## config.mk

```make
export PLATFORM = sky130hd
export DESIGN_NAME = tile_ram_wr_ctrl_flat
export DESIGN_NICKNAME = d
export VERILOG_FILES = /design/src/rtl/tile_ram_wr_ctrl_if.sv /design/src/rtl/tile_ram_wr_ctrl.sv /design/src/flat_wrapper.sv
export SDC_FILE = /design/constraint.sdc
export NUM_CORES = 1
export LEC_CHECK = 0
export BUFFER_PORTS_ARGS = -buffer_cell sky130_fd_sc_hd__buf_2
export CAP_MARGIN = 25
export CORE_MARGIN = 2
export CORE_UTILIZATION = 35
export CTS_BUF_LIST = sky130_fd_sc_hd__clkbuf_8
export CTS_CLUSTER_SIZE = 12
export DETAILED_ROUTE_END_ITERATION = 12
export PLACE_DENSITY_LB_ADDON = 0.15
export SLEW_MARGIN = 20
export SYNTH_ARGS = -nofsm -noshare
export SYNTH_HDL_FRONTEND = slang
export SYNTH_SLANG_ARGS = --single-unit
```

## constraint.sdc

```tcl
create_clock -name clk_100MHz -period 2.6 [get_ports clk_100MHz]
set_clock_uncertainty 0.1 [all_clocks]
set_input_delay 0.26 -clock clk_100MHz [delete_from_list [all_inputs] [get_ports clk_100MHz]]
set_output_delay 0.26 -clock clk_100MHz [all_outputs]
set_load 0.05 [all_outputs]
```

## src/rtl/tile_ram_wr_ctrl_if.sv

```systemverilog
// Port-A write bus between the cursor/clear sources and the tile RAM write controller.
// The master drives the request side, and the slave (the controller) drives the RAM port and status.
interface tile_ram_wr_ctrl_if;
    logic        clear_req;
    logic        trace_en;
    logic [6:0]  cur_x;
    logic [4:0]  cur_y;
    logic        ram_we;
    logic [11:0] ram_addr;
    logic [6:0]  ram_din;
    logic        busy;
    logic        clear_done;

    modport master (
        output clear_req, trace_en, cur_x, cur_y,
        input  ram_we, ram_addr, ram_din, busy, clear_done
    );

    modport slave (
        input  clear_req, trace_en, cur_x, cur_y,
        output ram_we, ram_addr, ram_din, busy, clear_done
    );
endinterface

```

## src/rtl/tile_ram_wr_ctrl.sv

```systemverilog
// Single write-port owner for the 80x30 tile RAM: cursor trace writes plus a full-screen clear sweep.
// The sweep uses its own row/col counters, so the cursor position is never disturbed by a clear.
module tile_ram_wr_ctrl #(
    parameter logic [6:0] MAX_X      = 7'd79,
    parameter logic [4:0] MAX_Y      = 5'd29,
    parameter logic [6:0] TRACE_CHAR = 7'h01,
    parameter logic [6:0] BLANK_CHAR = 7'h00
) (
    input  logic               clk_100MHz,
    input  logic               reset,
    tile_ram_wr_ctrl_if.slave  bus
);
    localparam int unsigned COL_W  = 7;
    localparam int unsigned ROW_W  = 5;
    localparam int unsigned ADDR_W = ROW_W + COL_W;
    localparam int unsigned DATA_W = 7;

    localparam logic [1:0] ST_IDLE  = 2'd0;
    localparam logic [1:0] ST_CLEAR = 2'd1;
    localparam logic [1:0] ST_FLUSH = 2'd2;

    logic [1:0]        state_q, state_d;
    logic [ROW_W-1:0]  row_q, row_d;
    logic [COL_W-1:0]  col_q, col_d;
    logic              clear_q;
    logic              we_q, we_d;
    logic [ADDR_W-1:0] addr_q, addr_d;
    logic [DATA_W-1:0] din_q, din_d;
    logic              busy_q, busy_d;
    logic              done_q, done_d;

    logic              clear_edge_c;
    logic              trace_ok_c;

    assign clear_edge_c = bus.clear_req & ~clear_q;
    assign trace_ok_c   = bus.trace_en && (bus.cur_x <= MAX_X) && (bus.cur_y <= MAX_Y);

    // Next-state and next-output logic
    always_comb begin
        state_d = state_q;
        row_d   = row_q;
        col_d   = col_q;
        we_d    = 1'b0;
        addr_d  = addr_q;
        din_d   = din_q;
        busy_d  = busy_q;
        done_d  = 1'b0;

        case (state_q)
            ST_CLEAR: begin
                we_d   = 1'b1;
                addr_d = {row_q, col_q};
                din_d  = BLANK_CHAR;
                busy_d = 1'b1;
                if (col_q == MAX_X) begin
                    col_d = '0;
                    if (row_q == MAX_Y) begin
                        row_d   = '0;
                        state_d = ST_FLUSH;
                    end else begin
                        row_d = row_q + ROW_W'(1);
                    end
                end else begin
                    col_d = col_q + COL_W'(1);
                end
            end

            // Redraw the cursor cell the sweep just blanked
            ST_FLUSH: begin
                busy_d  = 1'b1;
                state_d = ST_IDLE;
                if (trace_ok_c) begin
                    we_d   = 1'b1;
                    addr_d = {bus.cur_y, bus.cur_x};
                    din_d  = TRACE_CHAR;
                end
            end

            default: begin
                // busy_q still high here only on the first cycle after FLUSH
                done_d = busy_q;
                busy_d = 1'b0;
                if (clear_edge_c) begin
                    state_d = ST_CLEAR;
                    we_d    = 1'b1;
                    addr_d  = '0;
                    din_d   = BLANK_CHAR;
                    busy_d  = 1'b1;
                    row_d   = '0;
                    col_d   = COL_W'(1);
                end else if (trace_ok_c) begin
                    we_d   = 1'b1;
                    addr_d = {bus.cur_y, bus.cur_x};
                    din_d  = TRACE_CHAR;
                end
            end
        endcase
    end

    // State, counters and registered outputs
    always_ff @(posedge clk_100MHz or posedge reset) begin
        if (reset) begin
            state_q <= ST_IDLE;
            row_q   <= '0;
            col_q   <= '0;
            clear_q <= 1'b0;
            we_q    <= 1'b0;
            addr_q  <= '0;
            din_q   <= BLANK_CHAR;
            busy_q  <= 1'b0;
            done_q  <= 1'b0;
        end else begin
            state_q <= state_d;
            row_q   <= row_d;
            col_q   <= col_d;
            clear_q <= bus.clear_req;
            we_q    <= we_d;
            addr_q  <= addr_d;
            din_q   <= din_d;
            busy_q  <= busy_d;
            done_q  <= done_d;
        end
    end

    assign bus.ram_we     = we_q;
    assign bus.ram_addr   = addr_q;
    assign bus.ram_din    = din_q;
    assign bus.busy       = busy_q;
    assign bus.clear_done = done_q;
endmodule

```

## src/flat_wrapper.sv

```systemverilog
// flat-port wrapper written by rule: the top's interface ports become plain ports
module tile_ram_wr_ctrl_flat 
#(
    parameter logic [6:0] MAX_X      = 7'd79,
    parameter logic [4:0] MAX_Y      = 5'd29,
    parameter logic [6:0] TRACE_CHAR = 7'h01,
    parameter logic [6:0] BLANK_CHAR = 7'h00
)
  (clk_100MHz, reset, bus_clear_req, bus_trace_en, bus_cur_x, bus_cur_y, bus_ram_we, bus_ram_addr, bus_ram_din, bus_busy, bus_clear_done);
  tile_ram_wr_ctrl_if bus_i ();
  input  logic clk_100MHz;
  input  logic reset;
  input wire logic [$bits(bus_i.clear_req)-1:0] bus_clear_req;
  input wire logic [$bits(bus_i.trace_en)-1:0] bus_trace_en;
  input wire logic [$bits(bus_i.cur_x)-1:0] bus_cur_x;
  input wire logic [$bits(bus_i.cur_y)-1:0] bus_cur_y;
  output wire logic [$bits(bus_i.ram_we)-1:0] bus_ram_we;
  output wire logic [$bits(bus_i.ram_addr)-1:0] bus_ram_addr;
  output wire logic [$bits(bus_i.ram_din)-1:0] bus_ram_din;
  output wire logic [$bits(bus_i.busy)-1:0] bus_busy;
  output wire logic [$bits(bus_i.clear_done)-1:0] bus_clear_done;
  assign bus_i.clear_req = bus_clear_req;
  assign bus_i.trace_en = bus_trace_en;
  assign bus_i.cur_x = bus_cur_x;
  assign bus_i.cur_y = bus_cur_y;
  assign bus_ram_we = bus_i.ram_we;
  assign bus_ram_addr = bus_i.ram_addr;
  assign bus_ram_din = bus_i.ram_din;
  assign bus_busy = bus_i.busy;
  assign bus_clear_done = bus_i.clear_done;
  tile_ram_wr_ctrl #(.MAX_X(MAX_X), .MAX_Y(MAX_Y), .TRACE_CHAR(TRACE_CHAR), .BLANK_CHAR(BLANK_CHAR)) u_core (.clk_100MHz(clk_100MHz), .reset(reset), .bus(bus_i));
endmodule
```

# After elaboration in Yosys (flattened, before gate mapping)
# Cells that the tools add are included.
[op_classes]
n_mux = 23
n_eq_ne = 6
addsub = 2
n_bitwise = 3
n_lt_le_gt_ge = 2
reduce_logical = 8
[op_table]
columns = ["op", "n"]
rows = [
  ["$mux W7", 4],
  ["$pmux W7 S2", 2],
  ["$mux W12", 2],
  ["$pmux W12 S2", 1],
  ["$mux W5", 3],
  ["$pmux W5 S2", 1],
  ["$add A7 B1 Y7 const B", 1],
  ["$eq A7 B7 Y1 const B", 1],
  ["$le A7 B7 Y1 const B", 1],
  ["$mux W2", 3],
  ["$reduce_and A3 Y1", 2],
  ["$add A5 B1 Y5 const B", 1],
  ["$eq A5 B5 Y1 const B", 1],
  ["$le A5 B5 Y1 const B", 1],
  ["$mux W1", 5],
  ["$ne A2 B1 Y1 const B", 2],
  ["$pmux W2 S2", 1],
  ["$reduce_bool A3 Y1", 1],
  ["$eq A2 B1 Y1 const B", 1],
  ["$eq A2 B2 Y1 const B", 1],
  ["$logic_and A1 B1 Y1", 2],
  ["$not A1 Y1", 2],
  ["$pmux W1 S2", 1],
  ["$reduce_and A2 Y1", 1],
  ["3 further kinds", 3],
]
[totals]
inputBits = 16
regBits = 37

# Depth between registers and ports, before layout
# Gate-level depths: netlist (run 1).
[logic_depth]
ltp_word = 6
mapped_depth = 7
ltp_nobuf = 6

# Least setup slack after synthesis (run 1)
# Ideal clock, no wire load.
[synth_path]
path_kind = "reg2reg"
start = "register u_core.col_q[4]"
end = "register u_core.row_q[1]"
setup_time_ns = 0.125
t_arrival_ns = 1.571
n_path_buf = 0
setup_slack_ns = 0.804
stages_incl_launch_ff = 5
period_less_slack_ns = 1.796
path_cell_list = "dfrtp_1 -> or3b_1 -> or2_4 -> a21oi_4 -> mux2_4"
[synth_between]
elab_chain_cells = 3
[synth_lines]
columns = ["element", "line", "text"]
rows = [
  ["start, declared", "tile_ram_wr_ctrl.sv:24", "logic [COL_W-1:0] col_q, col_d;"],
  ["start signal, assigned", "tile_ram_wr_ctrl.sv:115", "col_q <= col_d;"],
  ["$eq A7 B7 Y1", "tile_ram_wr_ctrl.sv:55", "if (col_q == MAX_X) begin"],
  ["$ne A2 B1 Y1 (no source line)", "n/a", ""],
  ["$reduce_and A3 Y1 (no source line)", "n/a", ""],
  ["end signal, assigned", "tile_ram_wr_ctrl.sv:114", "row_q <= row_d;"],
  ["end, declared", "tile_ram_wr_ctrl.sv:23", "logic [ROW_W-1:0] row_q, row_d;"],
]
# No other way between the ends.
# A chain may end at the register's enable or synchronous reset.

# Worst setup path after layout (run 1)
[layout_path]
start = "register u_core.state_q[1]"
end = "register u_core.row_q[1]"
[layout_between]
elab_chain_cells = 3
[layout_lines]
columns = ["element", "line", "text"]
rows = [
  ["start, declared", "tile_ram_wr_ctrl.sv:22", "logic [1:0] state_q, state_d;"],
  ["start signal, assigned", "tile_ram_wr_ctrl.sv:113", "state_q <= state_d;"],
  ["$eq A2 B1 Y1 or $eq A2 B2 Y1 (tied branches)", "tile_ram_wr_ctrl.sv:49", "case (state_q)"],
  ["$ne A2 B1 Y1 (no source line) (tied with other cells)", "n/a", ""],
  ["$reduce_and A3 Y1 (no source line)", "n/a", ""],
]
# Several ways; a longest one is shown, not always the timed one.

==> run summary, run 1 <==
Run status = finished, final reports clean
Total placed cells including tap cells = 278
CP endpoint kind = flip-flop
IO Port Bufs = 37
Arrival time at the worst endpoint = 1.97 ns
Remaining DRCs = 0
Count of flip-flops with a built-in enable after synthesis = 0
Site row count = 26
Proportion of synthesized flip-flops having asynchronous set or reset = 100%
Total of max-cap violations = 0
Initial antenna violation count = 0
Synthesized area per cell = 10.3 um2
Cts bufs inserted = 5
Hold EP = u_core.clear_q
Worst r2r path cells = 5
Register cell area after layout = 926 um2
Overall track demand over capacity in global routing = 13.9%
Die height = 75.5 um
Via count = 1369
Register bit total from synthesis = 37
Area of the die = 0.00569 mm2
Clock latency on the worst-skew pair = 0.28 ns
Total gr overflow = 0
GR Layer Usage met1 = 18.6%
Initial cell density of the core = 35.7%
Data required time at the worst endpoint = 2.67 ns
GRT busiest layer = met2
Mean routed wirelength per cell = 13.0 um
Synthesized net count = 194
Yosys warning count = 0
Most frequent cells in the layout = sky130_fd_sc_hd__buf_2 (37), sky130_fd_sc_hd__dfrtp_1 (37), sky130_fd_sc_hd__nand2_1 (18), sky130_fd_sc_hd__o21ai_0 (17), sky130_fd_sc_hd__mux2i_1 (13)
Number of ports placed on the die boundary = 38
Detailed Routing Iterations Pass 1 = 4
Number of global-route vias before repair = 1304
Detailed placement HPWL = 2830 um
Worst hold margin = 0.0105 ns
Worst rel slew slack = 53.0%
Layout overhead on the synthesized area = 22.9%
TritonCTS clock tree = yes
Cell area power density = 1040 mW/mm2
CTS H-Tree Depth = 2
Number of DRC markers after the initial detailed-route iteration = 65
Startpoint of the lowest-slack register-to-register path = u_core.state_q[1]
# clock sinks = 37
First-pass GRT wire length = 6000 um
Endpoint of the lowest-slack register-to-register path = u_core.row_q[1]
Maximum achievable frequency = 0.527 GHz
Global-route track usage on met3 = 3.57%
Multi-input gate area = 807 um2
Buffer cell driving the clock tree root = sky130_fd_sc_hd__clkbuf_8
Detailed-route vias per instance = 4.77
Register area share after synthesis = 51.8%
Count of final hold-check violations = 0
Source of the worst hold timing path = bus_clear_req
Crit path launch type = flip-flop
Clock buffer depth = 2
Fin nets = 237
Final period utilization = 73.0%
Number of standard cells after synthesis = 173
Count of cells resized by post-cts repair = 0
Worst Path Max Fanout = 11
Clock transition at the registers of the reported paths = 0.07 ns
Dominant synthesized flop cell = sky130_fd_sc_hd__dfrtp_1
Post-layout utilization of the core = 43.8%
Area of the core region = 0.00501 mm2
Inserted Diodes = 0
GR Util met2 = 22.0%
Final GP Congestion = 0.921
Peak supply drop = 349 uV
Flop2flop setup slack = 0.70 ns
Cell depth of the worst min-delay path = 1
Synth cell types = 42
Min cycle time layout = 1.90 ns
Leakage = 0.00110 uW
Final TNS setup = 0 ns
Number of antenna-violating nets in the routed design = 0
Setup violation total in the final timing report = 0
Critical path class = flip-flop to flip-flop
Summed instance area of the synthesized netlist = 0.00179 mm2
Fraction of final layout cells with drive strength greater than 1 = 25.8%
Die span in x = 75.5 um
Final WL = 3740 um
Largest net degree at the start of global routing = 38
Transition time at the pin with the least slew margin = 0.703 ns
Min-delay worst type = input port to flip-flop
RSZ-0062 raised after global routing = false
Slew Viols, Final = 0
Fill cell instance count of the final layout = 518
Final cell count without fillers = 287
## where the power goes
part	leakage [uW]	internal, uW	switching [uW]	total (uW)
clock	0.0000574	312	200	511
combinational	0.000555	298	642	940
sequential	0.000489	719	111	830
total	0.00110	1330	952	2280
## cell usage after synthesis, drive strengths merged, types with 2 or more instances
| library cell | count | share of area (%) |
|---|---|---|
| inv | 8 | 1.7 |
| o211ai | 2 | 0.84 |
| dfrtp | 37 | 52 |
| o21ai | 17 | 4.8 |
| ha | 5 | 3.5 |
| mux2 | 2 | 1.5 |
| mux2i | 13 | 7.3 |
| nor2 | 10 | 2.1 |
| clkbuf | 5 | 1.1 |
| a21oi | 5 | 2.0 |
| nand3 | 6 | 1.7 |
| nand4 | 3 | 1.1 |
| nor2b | 4 | 1.4 |
| and3 | 3 | 1.1 |
| a31oi | 3 | 1.1 |
| xor2 | 2 | 0.98 |
| and2 | 8 | 2.8 |
| or2 | 2 | 0.84 |
| nand2 | 18 | 3.8 |
## area by class of cell
type / instances / share of cell area, %
clock buffer: 6 / 3.76
clock inverter: 2 / 1.71
inverter: 8 / 1.37
multi-input combinational: 122 / 36.8
sequential: 37 / 42.2
tap: 70 / 3.99
timing repair buffer: 42 / 10.3
## metal layers
layer  wire (um)  share of wire (%)
met1        1910                 51
met4          62                1.7
met3         141                3.8
met5           0                  0
met2        1620                 43
## per-stage QoR
step	worst slack, ns	power, uW	cell area, um2
finish	0.701	2280	2200
global route	0.559	2450	2200
CTS	0.696	2310	2200
detailed placement	0.701	1790	2070
global placement	0.724	1790	2070
floorplan	0.804	1540	1790
## cell families (layout without fill, tap and decap cells)
kind of cell | count (synthesis) | in the layout | synth area share [%]
mux | 15 | 15 | 8.75
fa+ha+maj | 5 | 5 | 3.50
simple gates | 61 | 61 | 17.5
compound gates | 39 | 39 | 14.4
flops | 37 | 37 | 51.8
buf+inv | 14 | 58 | 3.01
xor+xnor | 2 | 2 | 0.981
## critical path: stages, from the launching register on
cell and delay [ns]:
sky130_fd_sc_hd__dfrtp_1 0.40, sky130_fd_sc_hd__inv_1 0.06, sky130_fd_sc_hd__ha_1 0.40, sky130_fd_sc_hd__o21bai_2 0.25, sky130_fd_sc_hd__a21oi_4 0.27, sky130_fd_sc_hd__mux2_4 0.32
## worst max path at each step
stage	startpoint	endpoint	slack (ns)	cells after the start
2_1_floorplan	u_core.col_q[4]	u_core.row_q[1]	0.80	4
3_3_place_gp	u_core.col_q[4]	u_core.row_q[1]	0.72	4
3_5_place_dp	u_core.state_q[1]	u_core.row_q[1]	0.70	5
4_1_cts	u_core.state_q[1]	u_core.row_q[1]	0.70	5
5_1_grt	u_core.state_q[1]	u_core.row_q[3]	0.56	6
6_report	u_core.state_q[1]	u_core.row_q[1]	0.70	5
## flip-flops by register name, summed over array words and instances (netlist names)
name,flops
u_core.bus.busy,1
u_core.bus.clear_done,1
u_core.bus.ram_addr,12
u_core.bus.ram_din,7
u_core.bus.ram_we,1
u_core.clear_q,1
u_core.col_q,7
u_core.row_q,5
u_core.state_q,2
## repair_timing
item                                    CTS  global route
hold buffers                              1             0
buffers inserted                          0             0
hold endpoints to repair                 23             0
endpoints found under the setup margin    0             0
Note: power is estimated with default switching activity, not from simulation.
==> run 2: changes to the inputs <==
Settings changed: ABC_AREA set to 1.
Clock period 2.6 ns to 1.63 ns, I/O delays scaled along.
==> run 2 against run 1 <==
  * Area after synthesis increased by 9.7%
  * Register-to-register slack got worse by 0.58 ns
  * Critical path depth increased by 2
  * Count of clock-buffer cells in the layout decreased by 1
  * First-iteration DRC count decreased by 9.2%
  * Wire length increased by 14%
  * Total power increased by 82%
  * Via count increased by 26%
  * Largest power group unchanged
==> run summary, run 2 <==
Run status = finished, final reports clean (unchanged)
Top cells by area, synth = sky130_fd_sc_hd__dfrtp_1 (47%), sky130_fd_sc_hd__nand2_1 (15%), sky130_fd_sc_hd__inv_1 (8.0%) (was sky130_fd_sc_hd__dfrtp_1 (52%), sky130_fd_sc_hd__mux2i_1 (7.3%), sky130_fd_sc_hd__o21ai_0 (4.8%))
Flop2flop setup slack = 0.12 ns (was 0.70 ns)
Synth top area share = 47.2% (was 51.8%)
Mean routed wirelength per cell = 11.3 um (was 13.0 um)
Setup violation total in the final timing report = 0 (unchanged)
Synth cell types = 28 (was 42)
Power Total = 4160 uW (was 2280 uW)
List of most frequent post-synthesis cells = sky130_fd_sc_hd__nand2_1 (79), sky130_fd_sc_hd__inv_1 (42), sky130_fd_sc_hd__dfrtp_1 (37), sky130_fd_sc_hd__nand3_1 (29), sky130_fd_sc_hd__nor2_1 (17) (was sky130_fd_sc_hd__dfrtp_1 (37), sky130_fd_sc_hd__nand2_1 (18), sky130_fd_sc_hd__o21ai_0 (17), sky130_fd_sc_hd__mux2i_1 (13), sky130_fd_sc_hd__nor2_1 (10))
Source of the worst hold timing path = bus_cur_x[2] (was bus_clear_req)
Transition time at the pin with the least slew margin = 0.478 ns (was 0.703 ns)
Cell depth of the worst min-delay path = 4 (was 1)
Final period utilization = 92.5% (was 73.0%)
Startpoint of the lowest-slack register-to-register path = u_core.state_q[1] (unchanged)
Synthesized area per cell = 7.78 um2 (was 10.3 um2)
Count of flip-flops with a built-in enable after synthesis = 0 (unchanged)
Die height = 78.8 um (was 75.5 um)
Total of max-cap violations = 0 (unchanged)
Endpoint of the lowest-slack register-to-register path = u_core.row_q[4] (was u_core.row_q[1])
Register bit total from synthesis = 37 (unchanged)
Cts bufs inserted = 5 (unchanged)
Total gr overflow = 0 (unchanged)
Buffer cell driving the clock tree root = sky130_fd_sc_hd__clkbuf_8 (unchanged)
Clock latency on the worst-skew pair = 0.29 ns (was 0.28 ns)
Worst rel slew slack = 68.1% (was 53.0%)
Most common cell after layout, fill and taps aside = sky130_fd_sc_hd__nand2_1
Slew Viols, Final = 0 (unchanged)
Via count = 1727 (was 1369)
Summed instance area of the synthesized netlist = 0.00196 mm2 (was 0.00179 mm2)
Dominant synthesized flop cell = sky130_fd_sc_hd__dfrtp_1 (unchanged)
Count of final hold-check violations = 0 (unchanged)
IO Port Bufs = 37 (unchanged)
Number of ports placed on the die boundary = 38 (unchanged)
Detailed Routing Iterations Pass 1 = 4 (unchanged)
Clock buffer depth = 2 (unchanged)
Die span in x = 78.8 um (was 75.5 um)
Synthesized net count = 273 (was 194)
Detailed-route vias per instance = 4.59 (was 4.77)
Area of the die = 0.00622 mm2 (was 0.00569 mm2)
Initial cell density of the core = 35.8% (was 35.7%)
Leakage = 0.00132 uW (was 0.00110 uW)
Inserted Diodes = 0 (unchanged)
CP endpoint kind = flip-flop (unchanged)
Min cycle time layout = 1.51 ns (was 1.90 ns)
Most frequent cells in the layout = sky130_fd_sc_hd__nand2_1 (79), sky130_fd_sc_hd__inv_1 (43), sky130_fd_sc_hd__buf_2 (37), sky130_fd_sc_hd__dfrtp_1 (37), sky130_fd_sc_hd__nand3_1 (29) (was sky130_fd_sc_hd__buf_2 (37), sky130_fd_sc_hd__dfrtp_1 (37), sky130_fd_sc_hd__nand2_1 (18), sky130_fd_sc_hd__o21ai_0 (17), sky130_fd_sc_hd__mux2i_1 (13))
Worst Path Max Fanout = 13 (was 11)
Register area share after synthesis = 47.2% (was 51.8%)
Min-delay worst type = input port to flip-flop (unchanged)
Number of standard cells after synthesis = 252 (was 173)
Yosys top cell by area = sky130_fd_sc_hd__dfrtp_1 (unchanged)
Yosys warning count = 0 (unchanged)
Site row count = 27 (was 26)
First-pass GRT wire length = 7410 um (was 6000 um)
Peak supply drop = 716 uV (was 349 uV)
Fill cell instance count of the final layout = 573 (was 518)
Number of global-route vias before repair = 1591 (was 1304)
Remaining DRCs = 0 (unchanged)
# clock sinks = 37 (unchanged)
Arrival time at the worst endpoint = 1.58 ns (was 1.97 ns)
Number of antenna-violating nets in the routed design = 0 (unchanged)
Crit path launch type = flip-flop (unchanged)
Worst r2r path cells = 7 (was 5)
Cell with the most instances after synthesis = sky130_fd_sc_hd__nand2_1 (was sky130_fd_sc_hd__dfrtp_1)
Maximum achievable frequency = 0.663 GHz (was 0.527 GHz)
Area of the core region = 0.00547 mm2 (was 0.00501 mm2)
CTS H-Tree Depth = 2 (unchanged)
Number of DRC markers after the initial detailed-route iteration = 59 (was 65)
Final GP Congestion = 0.789 (was 0.921)
Proportion of synthesized flip-flops having asynchronous set or reset = 100% (unchanged)
Hold EP = u_core.bus.ram_addr[2] (was u_core.clear_q)
TritonCTS clock tree = yes (unchanged)
Flip-flop count of the largest register, all copies and words added = 12 (unchanged)
Layout overhead on the synthesized area = 22.8% (was 22.9%)
Fin nets = 324 (was 237)
Initial antenna violation count = 0 (unchanged)
Fraction of final layout cells with drive strength greater than 1 = 22.0% (was 25.8%)
Cell area power density = 1730 mW/mm2 (was 1040 mW/mm2)
Clock transition at the registers of the reported paths = 0.07 ns (about the same)
Critical path class = flip-flop to flip-flop (unchanged)
Detailed placement HPWL = 2990 um (was 2830 um)
Overall track demand over capacity in global routing = 14.9% (was 13.9%)
Data required time at the worst endpoint = 1.70 ns (was 2.67 ns)
Largest net degree at the start of global routing = 38 (unchanged)
Final WL = 4250 um (was 3740 um)
Final TNS setup = 0 ns (unchanged)
==> run 2: cell count changes after synthesis, sizes merged, moves of 3 or more <==
cell / before / now
nor2: 10 / 17
and3: 3 / 0
nand3: 6 / 30
nand2: 18 / 81
clkbuf: 5 / 1
nor2b: 4 / 0
and2: 8 / 0
mux2i: 13 / 0
o21ai: 17 / 12
inv: 8 / 43
buf: 1 / 7
nand4: 3 / 8
==> run 2: timing repair <==
| item | 4_1_cts | 5_1_grt |
|---|---|---|
| endpoints found under the setup margin | 19 | 21 |
| hold buffers | 2 | 0 |
| pin swaps | 1 | 1 |
| resized for setup | 0 | 2 |
| buffers inserted | 1 | 0 |
| hold endpoints to repair | 38 | 0 |
| gates cloned | 0 | 0 |
==> run 2: worst max path at each step <==
stage	from	end	slack [ns]	cells past startpoint
floorplan	u_core.state_q[1]	u_core.row_q[0]	0.11	9
global placement	u_core.state_q[0]	u_core.bus.ram_addr[8]	-0.03	5
detailed placement	u_core.state_q[0]	u_core.bus.ram_din[3]	-0.07	5
CTS	u_core.state_q[0]	u_core.bus.ram_din[4]	0.01	7
global route	u_core.state_q[1]	u_core.row_q[4]	-0.008	7
finish	u_core.state_q[1]	u_core.row_q[4]	0.12	7
==> run 2: through the flow <==
stage | instances | instance area [um2] | hold WS (ns) | utilization (%) | setup WS (ns)
3_3_place_gp | 365 | 2270 | 0.187 | 41.5 | -0.0301
2_1_floorplan | 252 | 1960 | 0.0944 | - | 0.107
4_1_cts | 376 | 2390 | 0.0879 | 43.8 | 0.0106
5_1_grt | 376 | 2410 | 0.0939 | 44.0 | -0.00781
3_5_place_dp | 365 | 2270 | 0.189 | 41.5 | -0.0685
6_report | 376 | 2410 | 0.0987 | 44.0 | 0.122
==> run 2: layer usage <==
| metal | GRT usage [%] | vias up | share of wire [%] |
|---|---|---|---|
| li1 | - | 887 | - |
| met1 | 20.0 | 805 | 49 |
| met2 | 24.0 | 28 | 46 |
| met3 | 2.84 | 7 | 3.3 |
| met4 | 5.69 | 0 | 1.6 |
| met5 | 0 | - | 0 |
==> run 2: worst max-delay path, stage by stage, from the launching register on <==
cell,delay (ns)
sky130_fd_sc_hd__dfrtp_1,0.42
sky130_fd_sc_hd__inv_1,0.08
sky130_fd_sc_hd__ha_1,0.18
sky130_fd_sc_hd__inv_2,0.07
sky130_fd_sc_hd__a21oi_4,0.24
sky130_fd_sc_hd__nand2_4,0.16
sky130_fd_sc_hd__nand2_1,0.10
sky130_fd_sc_hd__o21ai_1,0.06
==> run 2: final cells by class <==
type,instances,area (um2),share of cell area [%]
Clock buffer,5,68.8,2.86
Clock inverter,3,13.8,0.572
Inverter,43,161,6.70
Multi-Input combinational cell,164,832,34.6
Sequential cell,37,926,38.5
Tap cell,72,90.1,3.74
Timing Repair Buffer,52,315,13.1
==> run 2: cells by family (layout without fill, tap and decap cells) <==
family,after synthesis,after routing,synth area share (%)
compound gates,19,19,7.40
flops,37,37,47.2
simple gates,139,139,30.8
fa+ha+maj,5,5,3.19
buf+inv,51,103,11.0
xor+xnor,1,1,0.447
==> run 2: report_power, final <==
group	internal [uW]	leakage (uW)	switching [uW]	total, uW
clock network	290	0.0000491	320	610
registers	1170	0.000490	155	1320
logic	672	0.000785	1560	2230
==> run 3: changes to the inputs <==
Settings changed: ABC_AREA 1 to unset, CORE_MARGIN 2 to unset.
==> run 3 against run 2 <==
  * The flow now finishes with violations (negative setup slack)
  * Flip-flop and latch count stayed put
  * Register-to-register slack worse by 0.20 ns
  * Via count is 9.8% lower
  * Setup slack worse by 0.20 ns
  * Count of clock-buffer cells in the layout is 1 higher
  * Utilization is 8.6 points higher
  * Die area is 13% lower
  * First-iteration DRC count is 37% lower
  * Critical path depth is 3 lower
  * Sequential share of layout area is 1.9 points lower
  * Sequential power is 4% lower
  * Non-clock buffer count is 22 higher
  * Critical endpoint is now u_core.row_q[1]
  * Largest cell class unchanged
  * Highest routed layer unchanged
==> run summary, run 3 (synthesis results as in run 1) <==
RSZ-0062 raised after global routing = true
Clock transition at the registers of the reported paths = 0.08 ns (was 0.07 ns)
Die height = 73.5 um (was 78.8 um)
Initial cell density of the core = 37.1% (was 35.8%)
Slowest cell on crit path = sky130_fd_sc_hd__or3b_4 (was sky130_fd_sc_hd__dfrtp_1)
Arrival time at the worst endpoint = 1.78 ns (was 1.58 ns)
IO Port Bufs = 37 (unchanged)
CP endpoint kind = flip-flop (unchanged)
Initial antenna violation count = 0 (unchanged)
Largest net degree at the start of global routing = 38 (unchanged)
Critical path class = flip-flop to flip-flop (unchanged)
Peak supply drop = 539 uV (was 716 uV)
Register cell area after layout = 926 um2 (unchanged)
Site row count = 25 (was 27)
Mean routed wirelength per cell = 14.0 um (was 11.3 um)
Number of antenna-violating nets in the routed design = 0 (unchanged)
Detailed placement HPWL = 3340 um (was 2990 um)
Number of DRC markers after the initial detailed-route iteration = 37 (was 59)
Min-delay worst type = input port to flip-flop (unchanged)
Clock buffer depth = 2 (unchanged)
Total non-filler cell area in the finished layout = 0.00253 mm2 (was 0.00241 mm2)
Area of the core region = 0.00482 mm2 (was 0.00547 mm2)
Detailed-route vias per instance = 4.93 (was 4.59)
Most common cell after layout, fill and taps aside = sky130_fd_sc_hd__buf_2 (was sky130_fd_sc_hd__nand2_1)
Internal power contribution = 2480 uW (was 2130 uW)
Data required time at the worst endpoint = 1.70 ns (about the same)
Power share of the sequential group = 30.5% (was 31.8%)
Die span in x = 73.5 um (was 78.8 um)
Detailed Routing Iterations Pass 1 = 4 (unchanged)
Worst rel slew slack = 68.6% (was 68.1%)
TritonCTS clock tree = yes (unchanged)
Buffer cell driving the clock tree root = sky130_fd_sc_hd__clkbuf_8 (unchanged)
Crit path launch type = flip-flop (unchanged)
Net switching power = 1680 uW (was 2030 uW)
Number of global-route vias before repair = 1548 (was 1591)
Transition time at the pin with the least slew margin = 0.471 ns (was 0.478 ns)
Crit path largest cell delay = 0.41 ns (was 0.42 ns)
Min cycle time layout = 1.70 ns (was 1.51 ns)
Area of the die = 0.00539 mm2 (was 0.00622 mm2)
Portion of total power attributed to the clock network = 19.2% (was 14.6%)
Flip-flop count of the largest register, all copies and words added = 12 (unchanged)
Cell area power density = 1640 mW/mm2 (was 1730 mW/mm2)
Fraction of final layout cells with drive strength greater than 1 = 41.4% (was 22.0%)
Number of ports placed on the die boundary = 38 (unchanged)
Cells along the critical path = or3b_4, or2_4, a21oi_4, mux2_4 (was inv_1, ha_1, inv_2, a21oi_4, nand2_4, nand2_1, o21ai_1)
Slew Viols, Final = 0 (unchanged)
Cts bufs inserted = 5 (unchanged)
Post-placement worst setup slack = -0.0692 ns (was -0.0685 ns)
Worst Path Max Fanout = 3 (was 13)
Switching share of power = 40.4% (was 48.8%)
Worst r2r path cells = 4 (was 7)
Inserted Diodes = 0 (unchanged)
Total of max-cap violations = 0 (unchanged)
Final WL = 4440 um (was 4250 um)
Fin nets = 269 (was 324)
Most frequent cells in the layout = sky130_fd_sc_hd__buf_2 (38), sky130_fd_sc_hd__dfrtp_1 (37), sky130_fd_sc_hd__buf_4 (31), sky130_fd_sc_hd__nand2_1 (18), sky130_fd_sc_hd__o21ai_0 (17) (was sky130_fd_sc_hd__nand2_1 (79), sky130_fd_sc_hd__inv_1 (43), sky130_fd_sc_hd__buf_2 (37), sky130_fd_sc_hd__dfrtp_1 (37), sky130_fd_sc_hd__nand3_1 (29))
Total gr overflow = 0 (unchanged)
Final GP Congestion = 0.873 (was 0.789)
# clock sinks = 37 (unchanged)
Clock latency on the worst-skew pair = 0.28 ns (was 0.29 ns)
Via count = 1558 (was 1727)
CTS H-Tree Depth = 2 (unchanged)
Standard cell area after detailed placement = 0.00227 mm2 (unchanged)
Fill cell instance count of the final layout = 464 (was 573)
Logic gate share of total power = 50.2% (was 53.5%)
Cell depth of the worst min-delay path = 3 (was 4)
Overall track demand over capacity in global routing = 17.3% (was 14.9%)
Leakage = 0.00128 uW (was 0.00132 uW)
First-pass GRT wire length = 7050 um (was 7410 um)
Final TNS setup = -0.189 ns (was 0 ns)
Violated checks = negative setup slack
Setup violation total in the final timing report = 5 (was 0)
Layout overhead on the synthesized area = 41.9% (was 22.8%)
Multi-input gate area = 902 um2 (was 832 um2)
Run status = complete, but fails checks (was finished, final reports clean)
Min setup slack post-route = -0.0747 ns (was 0.122 ns)
Worst hold margin = 0.0730 ns (was 0.0987 ns)
Count of final hold-check violations = 0 (unchanged)
Maximum achievable frequency = 0.587 GHz (was 0.663 GHz)
Final period utilization = 105% (was 92.5%)
Remaining DRCs = 0 (unchanged)
[run 3: layer usage]
| metal | GRT usage, % | up-vias | routed length [um] |
|---|---|---|---|
| met5 | 0 | - | 0 |
| met4 | 5.56 | 0 | 16 |
| met3 | 3.70 | 2 | 143 |
| met2 | 29.1 | 40 | 2220 |
| met1 | 22.1 | 753 | 2060 |
| li1 | - | 763 | - |
[run 3: final cells by class]
type / instances / share of cell area, %
well taps: 67 / 3.31
clock buffers: 6 / 3.26
inverters: 8 / 1.18
multi-input cells: 122 / 35.6
repair buffers: 74 / 18.8
clock inverters: 2 / 1.33
flip-flops and latches: 37 / 36.5
[run 3: worst paths after layout]
kind / from / to / slack (ns)
setup / recovery: u_core.col_q[4] / u_core.row_q[1] / -0.07
hold / removal: bus_cur_x[0] / u_core.bus.ram_addr[0] / 0.07
setup reg to reg: u_core.col_q[4] / u_core.row_q[1] / -0.07
hold reg to reg: u_core.bus.busy / u_core.bus.clear_done / 0.38
max in group asynchronous: reset / u_core.state_q[0] / 0.67
min in group asynchronous: reset / u_core.col_q[4] / 0.43
[run 3: power by group through the flow]
stage               sequential (uW)  combinational, uW  clock [uW]
floorplan                      1760                706           0
global route                   1300               2260         853
finish                         1270               2090         800
detailed placement             1280               1880           0
CTS                            1260               1920         820
global placement               1260               1840           0
[run 3: worst max-delay path: cells and delay by family, from the launching register on]
| family | cells | cell delay [ns] |
|---|---|---|
| mux | 1 | 0.31 |
| simple gates | 2 | 0.67 |
| flops | 1 | 0.38 |
| compound gates | 1 | 0.14 |
[run 3: through the flow]
step	total power [uW]	util [%]	std cells
3_5_place_dp	3160	47.2	303
6_report	4160	52.6	316
4_1_cts	4000	50.4	313
5_1_grt	4410	52.6	316
3_3_place_gp	3100	47.2	303
2_1_floorplan	2470	-	173
[run 3: repair_timing]
action,CTS,global route
pin swaps,2,10
hold buffers,2,0
endpoints found under the setup margin,7,30
cloned,0,1
gates resized for setup,5,21
setup buffers,0,2
hold endpoints to repair,38,0
